File: src/rtl/alu_seq_unit.sv
// alu_seq_unit: registered ALU with a start/done handshake. Shifts and rotates
// run iteratively (1 bit/cycle) unless ALU_BARREL_SHIFT_EN selects a barrel shifter.
module alu_seq_unit #(
  parameter int WIDTH = 8,
  parameter int SHW   = $clog2(WIDTH)
) (
  input  logic             clk,
  input  logic             rst,
  input  logic             start,
  input  logic [3:0]       operation,
  input  logic [WIDTH-1:0] inputA,
  input  logic [WIDTH-1:0] inputB,
  input  logic             carryIn,
  input  logic [SHW-1:0]   shiftCount,
  output logic             busy,
  output logic             done,
  output logic [WIDTH-1:0] result,
  output logic             carryOut,
  output logic             zero,
  output logic             negative,
  output logic             overflow
);

  localparam int MSB = WIDTH - 1;

  localparam logic [3:0] OP_SHL  = 4'b0000;
  localparam logic [3:0] OP_SHR  = 4'b0001;
  localparam logic [3:0] OP_ROL  = 4'b0010;
  localparam logic [3:0] OP_ROR  = 4'b0011;
  localparam logic [3:0] OP_ADD  = 4'b1000;
  localparam logic [3:0] OP_ADC  = 4'b1001;
  localparam logic [3:0] OP_SUB  = 4'b1010;
  localparam logic [3:0] OP_SBC  = 4'b1011;
  localparam logic [3:0] OP_AND  = 4'b1100;
  localparam logic [3:0] OP_OR   = 4'b1101;
  localparam logic [3:0] OP_XOR  = 4'b1110;
  localparam logic [3:0] OP_ANDN = 4'b1111;

`ifdef ALU_BARREL_SHIFT_EN
  typedef enum logic [1:0] {IDLE = 2'd0, EXEC = 2'd1, DONE = 2'd3} state_t;
`else
  typedef enum logic [1:0] {IDLE = 2'd0, EXEC = 2'd1, SHIFT = 2'd2, DONE = 2'd3} state_t;
`endif

  state_t           state_r, nextState_s;
  logic [3:0]       opcode_r;
  logic [WIDTH-1:0] opA_r, opB_r;
  logic             carryIn_r;
  logic [SHW-1:0]   count_r;
  logic [WIDTH-1:0] result_r;
  logic             carry_r, zero_r, neg_r, ovf_r, busy_r, done_r;
  logic             accept_s;
  logic [WIDTH:0]   execSum_s;
  logic             execV_s;

  assign accept_s = start && ((state_r == IDLE) || (state_r == DONE));

`ifdef ALU_BARREL_SHIFT_EN
  logic [WIDTH-1:0] rotL_s, rotR_s;
  logic [WIDTH:0]   shrTmp_s;

  // Barrel shifter: rotate in power-of-two stages so any count wraps correctly
  always_comb begin
    rotL_s = opA_r;
    rotR_s = opA_r;
    for (int i = 0; i < SHW; i++) begin
      rotL_s = count_r[i] ? ((rotL_s << ((1 << i) % WIDTH)) | (rotL_s >> (WIDTH - ((1 << i) % WIDTH))))
                          : rotL_s;
      rotR_s = count_r[i] ? ((rotR_s >> ((1 << i) % WIDTH)) | (rotR_s << (WIDTH - ((1 << i) % WIDTH))))
                          : rotR_s;
    end
    shrTmp_s = {opA_r, 1'b0} >> count_r;
  end
`else
  logic [WIDTH-1:0] work_r;
  logic             workC_r;
  logic             goShift_s;

  assign goShift_s = (operation[3:2] == 2'b00) && (shiftCount != {SHW{1'b0}});

  // One iterative step; returns {bit shifted out, new value}
  function automatic logic [WIDTH:0] shiftOne(input logic [3:0] op, input logic [WIDTH-1:0] val);
    logic [WIDTH:0] res;
    case (op)
      OP_SHL:  res = {val[MSB], val[MSB-1:0], 1'b0};
      OP_SHR:  res = {val[0], 1'b0, val[MSB:1]};
      OP_ROL:  res = {val[MSB], val[MSB-1:0], val[MSB]};
      OP_ROR:  res = {val[0], val[0], val[MSB:1]};
      default: res = {1'b0, val};
    endcase
    return res;
  endfunction
`endif

  // Single-cycle datapath on latched operands; execSum_s is {carry, result}
  always_comb begin
    execSum_s = {1'b0, opA_r};
    execV_s   = 1'b0;
    case (opcode_r)
      OP_ADD: begin
        execSum_s = {1'b0, opA_r} + {1'b0, opB_r};
        execV_s   = (opA_r[MSB] == opB_r[MSB]) && (execSum_s[MSB] != opA_r[MSB]);
      end
      OP_ADC: begin
        execSum_s = {1'b0, opA_r} + {1'b0, opB_r} + {{WIDTH{1'b0}}, carryIn_r};
        execV_s   = (opA_r[MSB] == opB_r[MSB]) && (execSum_s[MSB] != opA_r[MSB]);
      end
      OP_SUB: begin
        execSum_s = {1'b0, opA_r} - {1'b0, opB_r};
        execV_s   = (opA_r[MSB] != opB_r[MSB]) && (execSum_s[MSB] != opA_r[MSB]);
      end
      OP_SBC: begin
        execSum_s = {1'b0, opA_r} - {1'b0, opB_r} - {{WIDTH{1'b0}}, carryIn_r};
        execV_s   = (opA_r[MSB] != opB_r[MSB]) && (execSum_s[MSB] != opA_r[MSB]);
      end
      OP_AND:  execSum_s = {1'b0, opA_r & opB_r};
      OP_OR:   execSum_s = {1'b0, opA_r | opB_r};
      OP_XOR:  execSum_s = {1'b0, opA_r ^ opB_r};
      OP_ANDN: execSum_s = {1'b0, opA_r & ~opB_r};
`ifdef ALU_BARREL_SHIFT_EN
      OP_SHL:  execSum_s = {1'b0, opA_r} << count_r;
      OP_SHR:  execSum_s = {shrTmp_s[0], shrTmp_s[WIDTH:1]};
      OP_ROL:  execSum_s = {(count_r != {SHW{1'b0}}) & rotL_s[0], rotL_s};
      OP_ROR:  execSum_s = {(count_r != {SHW{1'b0}}) & rotR_s[MSB], rotR_s};
`endif
      default: execSum_s = {1'b0, opA_r};
    endcase
  end

  // Next-state logic; DONE behaves like IDLE so back-to-back starts are taken
  always_comb begin
    nextState_s = state_r;
    case (state_r)
      IDLE, DONE: begin
        if (start) begin
`ifdef ALU_BARREL_SHIFT_EN
          nextState_s = EXEC;
`else
          nextState_s = goShift_s ? SHIFT : EXEC;
`endif
        end else begin
          nextState_s = IDLE;
        end
      end
      EXEC: nextState_s = DONE;
`ifndef ALU_BARREL_SHIFT_EN
      SHIFT: nextState_s = (count_r == {SHW{1'b0}}) ? DONE : SHIFT;
`endif
      default: nextState_s = IDLE;
    endcase
  end

  // State, operand latches, shift working register and registered outputs
  always_ff @(posedge clk) begin
    if (rst) begin
      state_r   <= IDLE;
      opcode_r  <= 4'b0000;
      opA_r     <= {WIDTH{1'b0}};
      opB_r     <= {WIDTH{1'b0}};
      carryIn_r <= 1'b0;
      count_r   <= {SHW{1'b0}};
      result_r  <= {WIDTH{1'b0}};
      carry_r   <= 1'b0;
      zero_r    <= 1'b0;
      neg_r     <= 1'b0;
      ovf_r     <= 1'b0;
      busy_r    <= 1'b0;
      done_r    <= 1'b0;
`ifndef ALU_BARREL_SHIFT_EN
      work_r    <= {WIDTH{1'b0}};
      workC_r   <= 1'b0;
`endif
    end else begin
      state_r <= nextState_s;
      busy_r  <= (nextState_s != IDLE) && (nextState_s != DONE);
      done_r  <= (nextState_s == DONE);
      if (accept_s) begin
        opcode_r  <= operation;
        opA_r     <= inputA;
        opB_r     <= inputB;
        carryIn_r <= carryIn;
        count_r   <= shiftCount;
`ifndef ALU_BARREL_SHIFT_EN
        work_r    <= inputA;
        workC_r   <= 1'b0;
`endif
      end
      if (state_r == EXEC) begin
        result_r <= execSum_s[MSB:0];
        carry_r  <= execSum_s[WIDTH];
        zero_r   <= (execSum_s[MSB:0] == {WIDTH{1'b0}});
        neg_r    <= execSum_s[MSB];
        ovf_r    <= execV_s;
      end
`ifndef ALU_BARREL_SHIFT_EN
      // Partial values stay in work_r; result only changes on the final cycle
      if (state_r == SHIFT) begin
        if (count_r != {SHW{1'b0}}) begin
          {workC_r, work_r} <= shiftOne(opcode_r, work_r);
          count_r           <= count_r - {{(SHW-1){1'b0}}, 1'b1};
        end else begin
          result_r <= work_r;
          carry_r  <= workC_r;
          zero_r   <= (work_r == {WIDTH{1'b0}});
          neg_r    <= work_r[MSB];
          ovf_r    <= 1'b0;
        end
      end
`endif
    end
  end

  assign busy     = busy_r;
  assign done     = done_r;
  assign result   = result_r;
  assign carryOut = carry_r;
  assign zero     = zero_r;
  assign negative = neg_r;
  assign overflow = ovf_r;

endmodule

File: config.mk
export PLATFORM = sky130hd
export DESIGN_NAME = alu_seq_unit
export DESIGN_NICKNAME = d
export VERILOG_FILES = /design/src/rtl/alu_seq_unit.sv
export SDC_FILE = /design/constraint.sdc
export NUM_CORES = 1
export LEC_CHECK = 0
export BUFFER_PORTS_ARGS = -buffer_cell sky130_fd_sc_hd__buf_2
export CAP_MARGIN = 20
export CORE_AREA = 2 2 106 77
export CTS_BUF_LIST = sky130_fd_sc_hd__clkbuf_16
export DETAILED_ROUTE_END_ITERATION = 10
export DIE_AREA = 0 0 108 79
export GPL_ROUTABILITY_DRIVEN = 1
export PLACE_DENSITY = 0.74
export SLEW_MARGIN = 25
export SYNTH_ARGS = -nofsm -noshare
export SYNTH_HDL_FRONTEND = slang
export SYNTH_SLANG_ARGS = --single-unit
File: constraint.sdc
create_clock -name clk -period 6.1 [get_ports clk]
set_input_delay 0.305 -clock clk [delete_from_list [all_inputs] [get_ports clk]]
set_output_delay 0.305 -clock clk [all_outputs]
set_load 0.1 [all_outputs]
Yosys cells after proc, flatten, opt, wreduce, memory -nomap -nowiden

Index checks and enable logic that the tools add are counted.

Div/mod/pow operators: 0
Multiply operators: 0
Eq/ne operators: 23
Shift-type cells: 0
Muxes and demuxes: 31
Add/sub/neg operators: 5
Order comparisons: 0
Reductions and logical operators: 18
Bitwise logic cells: 5

Operators by type and width:

| cell                                                                     | count |
|---|---|
| 9-bit one-hot mux with 8 select lines                                    | 1 |
| 8-bit two-way mux                                                        | 6 |
| 9-bit one-hot mux with 4 select lines                                    | 1 |
| 4-bit equality test (second input constant)                              | 8 |
| 8-bit bitwise AND                                                        | 2 |
| 8-bit logical NOT                                                        | 2 |
| 1-bit two-way mux                                                        | 16 |
| 8-bit by 8-bit adder with 9-bit output                                   | 1 |
| 9-bit by 1-bit adder with 9-bit output                                   | 1 |
| 3-bit two-way mux                                                        | 3 |
| 8-bit by 8-bit subtractor with 9-bit output                              | 1 |
| 9-bit by 1-bit subtractor with 9-bit output                              | 1 |
| 4-bit by 2-bit equality test with 1-bit output (second input constant)   | 2 |
| 8-bit inverter                                                           | 1 |
| 8-bit OR                                                                 | 1 |
| 8-bit bitwise XOR                                                        | 1 |
| 1-bit logical AND                                                        | 7 |
| 2-bit equality test (second input constant)                              | 3 |
| 6-bit by 2-bit inequality test with 1-bit output (second input constant) | 1 |
| 2-bit one-hot mux with 3 select lines                                    | 1 |
| 3-bit nonzero test                                                       | 2 |
| 1-bit inequality test                                                    | 5 |
| 4-bit by 1-bit equality test with 1-bit output (second input constant)   | 1 |
| 2-bit logical NOT                                                        | 2 |
| 11 further kinds                                                         | 12 |

Memories: 0
Bits in latches: 0
Input port bits: 27
Output and inout port bits: 14
Logic and storage cells: 97
Bits in writable memories: 0
Bits in registers: 49
Memory bits (read-only): 0

Longest topological paths before layout

Depth in word-level cells: 8
Depth in mapped cells: 12
Depth with buffers taken out: 12

Worst setup path after synthesis

OpenSTA, ideal clock, no wires.

Kind: register to register
From: reg opA_r[0]
To: reg neg_r (netlist: negative)
Data required time: 5.973 ns
Period minus slack after synthesis: 2.878 ns
Slack: 3.222 ns
Data arrival time: 2.751 ns
Cell stages (with the launch flop): 12
Setup time: 0.127 ns
Buffers on the path: 0
Path through: dfxtp_1 inv_1 ha_1 fa_1 o21bai_1 a211oi_1 or4_4 a2111oi_4 a211oi_1 a31o_1 o221ai_1 a21oi_1

Word-level cells in the longest chain between the ends: 6
Elaborated cells on any way between the ends: 8
Those cells by class: add/sub: 4; mux: 4

Ends and longest elaborated chain:

| what                                                                                                         | RTL line | text |
|---|---|---|
| start, declared                                                                                              | 47       | `logic [WIDTH-1:0] opA_r, opB_r;` |
| start signal, assigned                                                                                       | 158      | `opA_r <= {WIDTH{1'b0}};` |
| start signal, assigned                                                                                       | 179      | `opA_r <= inputA;` |
| 8-bit by 8-bit subtractor with 9-bit output / 8-bit by 8-bit adder with 9-bit output (equally long branches) | n/a      |  |
| 9-bit by 1-bit subtractor with 9-bit output / 9-bit by 1-bit adder with 9-bit output (equally long branches) | 113, 105 |  |
| 9-bit one-hot mux with 8 select lines *                                                                      | 99       | `case (opcode_r)` |
| 1-bit two-way mux *                                                                                          | 188      | `if (state_r == EXEC) begin` |
| 1-bit two-way mux                                                                                            | 198      | `if (count_r != {SHW{1'b0}}) begin` |
| 1-bit two-way mux *                                                                                          | 197      | `if (state_r == SHIFT) begin` |
| end signal, assigned                                                                                         | 192      | `neg_r <= execSum_s[MSB];` |
| end signal, assigned                                                                                         | 205      | `neg_r <= work_r[MSB];` |
| end, declared                                                                                                | 51       | `logic carry_r, zero_r, neg_r, ovf_r, busy_r, done_r;` |

Every way passes the cells marked *; elsewhere a longest branch is shown, timed or not.
A chain may end at the register's enable or synchronous reset.

Worst setup path after layout

From: reg opA_r[1]
To: reg neg_r (netlist: negative)

Same word-level chain as after synthesis.

==> impl_metrics.yaml <==
power_and_ir_drop:
  leakage_nw: 1.720
  vdd_drop_max_mv: 0.2048
  power-per-cell-area_nw_per_um2: 313.2
synthesis:
  syn_nets: 610
  share_of_cell_area_taken_by_muxes_after_synthesis: 0.03008
  synthCells: 548
  synth_top_cells_by_area: "dfxtp_1, ha_1, a21oi_1"
  synth_commonest_cells: "nand2_1, nor2_1, a21oi_1"
  ys_types: 68
  post_synth_fa_ha_maj_area_fraction: 0.1122
  synth_edf_count: 0
  postSynthRegisterBits: 49
  synth_top_area_frac: 0.2431
  post_synth_xor_area_fraction: 0.02822
  synthesis.area_per_instance_um2: 7.363
  synth_top_family_by_area: "compound AO/OA/AOI/OAI gates"
  synth_simple_gate_area_frac: 0.2366
  synthFlopType: "dfxtp_1"
  yosysMostFrequentCell: "nand2_1"
  synth_top_area_cell: "dfxtp_1"
  synth-seq-area-share: 0.2431
  synthArstFlopShare: 0
  syn-cell-area_um2: 4035
  synth-compound-area-share: 0.2828
  yosysWarningCount: 0
floorplanning:
  die-width_um: 108
  core_region_area_um2: 7601
  fp-row-count: 27
  fp.dieArea_um2: 8532
  start_util: 0.5309
  die_y_um: 79
  number_of_ports_placed_on_the_die_boundary: 41
min_path:
  min_from: "inputB[7]"
  worst_hold_path.endpoint: "opB_r[7]"
  hold-path-cell-count: 3
  holdCritPathClass: "input port to flip-flop"
worst_setup_path:
  worst_r2r_path_depth: 10
  regToRegStartpoint: "opA_r[1]"
  endpoint_kind: "flip-flop"
  ff2ff_setup_slack_ns: 2.82
  cp_slowest_stage_delay_ns: 0.62
  critical_path_arrival_ns: 3.45
  worstPathCellList: "inv_1, fa_1, o21bai_1, a211oi_1, or4_4, a2111oi_4, a211oi_1, a31o_1, o221ai_1, a21oi_1"
  cp_common_cell: "a211oi_1"
  timing.critical_path.fanout_max: 6
  critPathLaunchType: "flip-flop"
  timing_worst_setup_path_type: "flip-flop to flip-flop"
  worst_ep_required_time_ns: 6.27
  rr_endpoint: "negative"
  critical_path.slowest_cell: "or4_4"
sta:
  rsz_0062_raised_after_global_routing: "false"
  hold_viol: 0
  worst_slew_margin_rel: 0.3048
  setup_viol: 0
  max_freq_ghz: 0.3052
  maxSlewViolCount: 0
  final.min_clock_period_ns: 3.277
  final.period_utilization: 0.5372
  fin_setup_tns_ns: 0
  clock-skew-final_ns: 0.006700
  worst_slew_pin_slew_ns: 1.017
clock_network:
  path_clk_slew_ns: 0.06
  cts-htree-levels: 2
  cts_tree: "done"
  cts-resized-gates: 0
  postCtsHoldBufs: 0
  cts_made_buffers: 5
  clk_root_buffer_cell: "clkbuf_16"
  insertion_delay_ns: 0.29
  numClockSinks: 49
  cts_setup_buffers: 0
  cts_max_path_buffers: 2
place:
  gp_routability_congestion: 0.9595
  numPortBuffers: 40
  dp_hpwl_um: 9512
  placed_cells: 663
cells_and_area:
  finish.net_count: 631
  layout-drive-gt1-share: 0.1215
  antenna-diode-count: 0
  synthToLayoutAreaGrowth_pct: 8.806
  fin_util: 0.5776
  post_layout_nonfiller_instances: 669
global_route:
  grt-ovfl-total: 0
  groute.usage.overall: 0.3019
  grt_pass1_vias: 3790
  global_route.usage.met3: 0.06979
  grt_start_max_net_pins: 46
  grt_pass1_wl_um: 19930
  grt.met2_usage: 0.4283
  grt_antenna_before_repair: 0
  top_usage_layer: "met1"
  grt.met1_usage: 0.4517
route:
  route.vias.total: 4223
  first_pass_iters: 6
  drc_viols: 0
  vias_per_cell: 6.312
  postRouteWirelength_um: 12620
  routedWlPerCell_um: 18.87
  final_antenna_net_count: 0
  first_iter_violations: 441
run:
  drv_cap: 0
outcome:
  status: "complete, no violations"
[per-stage QoR]
stage | hold WS, ns | total power [mW] | setup slack [ns] | cell area (um2)
floorplan | 0.4410 | 0.9491 | 3.222 | 4035
global placement | 0.4636 | 1.090 | 2.947 | 4260
detailed placement | 0.4702 | 1.098 | 2.881 | 4260
CTS | 0.2459 | 1.362 | 2.865 | 4390
global route | 0.2512 | 1.450 | 2.608 | 4390
finish | 0.2472 | 1.375 | 2.823 | 4390
[worst max path at each step]
stage | depth (start not counted) | startpoint | endpoint | slack, ns
6_report | 10 | opA_r[1] | negative | 2.82
5_1_grt | 10 | opA_r[1] | result[6] | 2.61
4_1_cts | 10 | opA_r[1] | negative | 2.86
3_5_place_dp | 10 | opA_r[1] | negative | 2.88
3_3_place_gp | 10 | opA_r[1] | result[7] | 2.95
2_1_floorplan | 11 | opA_r[0] | negative | 3.22
[worst max-delay path, delay by kind of cell (launching register included)]
kind / cells / cell delay (ns)
buffers and inverters: 1 / 0.14
flip-flops: 1 / 0.50
AND/OR/NAND/NOR: 1 / 0.62
adder cells (fa/ha/maj): 1 / 0.50
AO/OA/AOI/OAI: 7 / 1.40
[state kept, by name (all words and copies together), names as in the netlist, 2 cells and up]
name / cells
count_r: 3
opA_r: 8
opB_r: 8
opcode_r: 4
result: 8
state_r: 2
work_r: 8
[cells by family (layout without fill, tap and decap cells)]
group / Yosys count / in the layout
compound gates: 165 / 165
xor+xnor: 13 / 13
fa+ha+maj: 35 / 35
buf+inv: 67 / 87
flops: 49 / 49
mux: 12 / 12
simple gates: 207 / 207
[final cells by class]
type	instances	area, um2
Tap cell	101	126.4
Clock inverter	1	5.005
Fill cell	735	3211
Clock buffer	5	125.1
Timing Repair Buffer	44	230.2
Multi-Input combinational cell	432	2784
Sequential cell	49	980.9
Inverter	37	138.9
[layer usage]
layer | vias up | wire (um)
met4 | 0 | 239
met2 | 216 | 5085
met1 | 1981 | 5945
met5 | - | 0
met3 | 23 | 1353
li1 | 2003 | -
[report_power, final]
part	internal [mW]	switching (mW)	total (mW)	leakage [nW]
combinational	0.219	0.466	0.685	1.25
sequential	0.366	0.0589	0.425	0.402
clock	0.147	0.119	0.265	0.0655
total	0.732	0.643	1.38	1.72
[layout by cell type, fill, tap and decap left out, types with 4 or more instances in the layout]
cell       synthesis  layout
nand2b_1           8       8
nor4_1             5       5
nand2_1           69      69
mux2i_1           11      11
nand3_1            8       8
o211ai_1           6       6
a31oi_1            6       6
buf_2              6      40
buf_4              1       4
a211oi_1          12      12
nor2_1            66      66
o31ai_1            4       4
dfxtp_1           49      49
xnor2_1           10      10
or3_1              4       4
a221oi_1           9       9
inv_1             37      37
clkbuf_16          0       5
o22ai_1            5       5
nor3_1            13      13
o21bai_1           5       5
nand4_1            4       4
ha_1              33      33
o21ai_0           14      14
a21oi_1           64      64
or2_2              8       8
o221ai_1           8       8
Note: power is estimated with default switching activity, not from simulation.
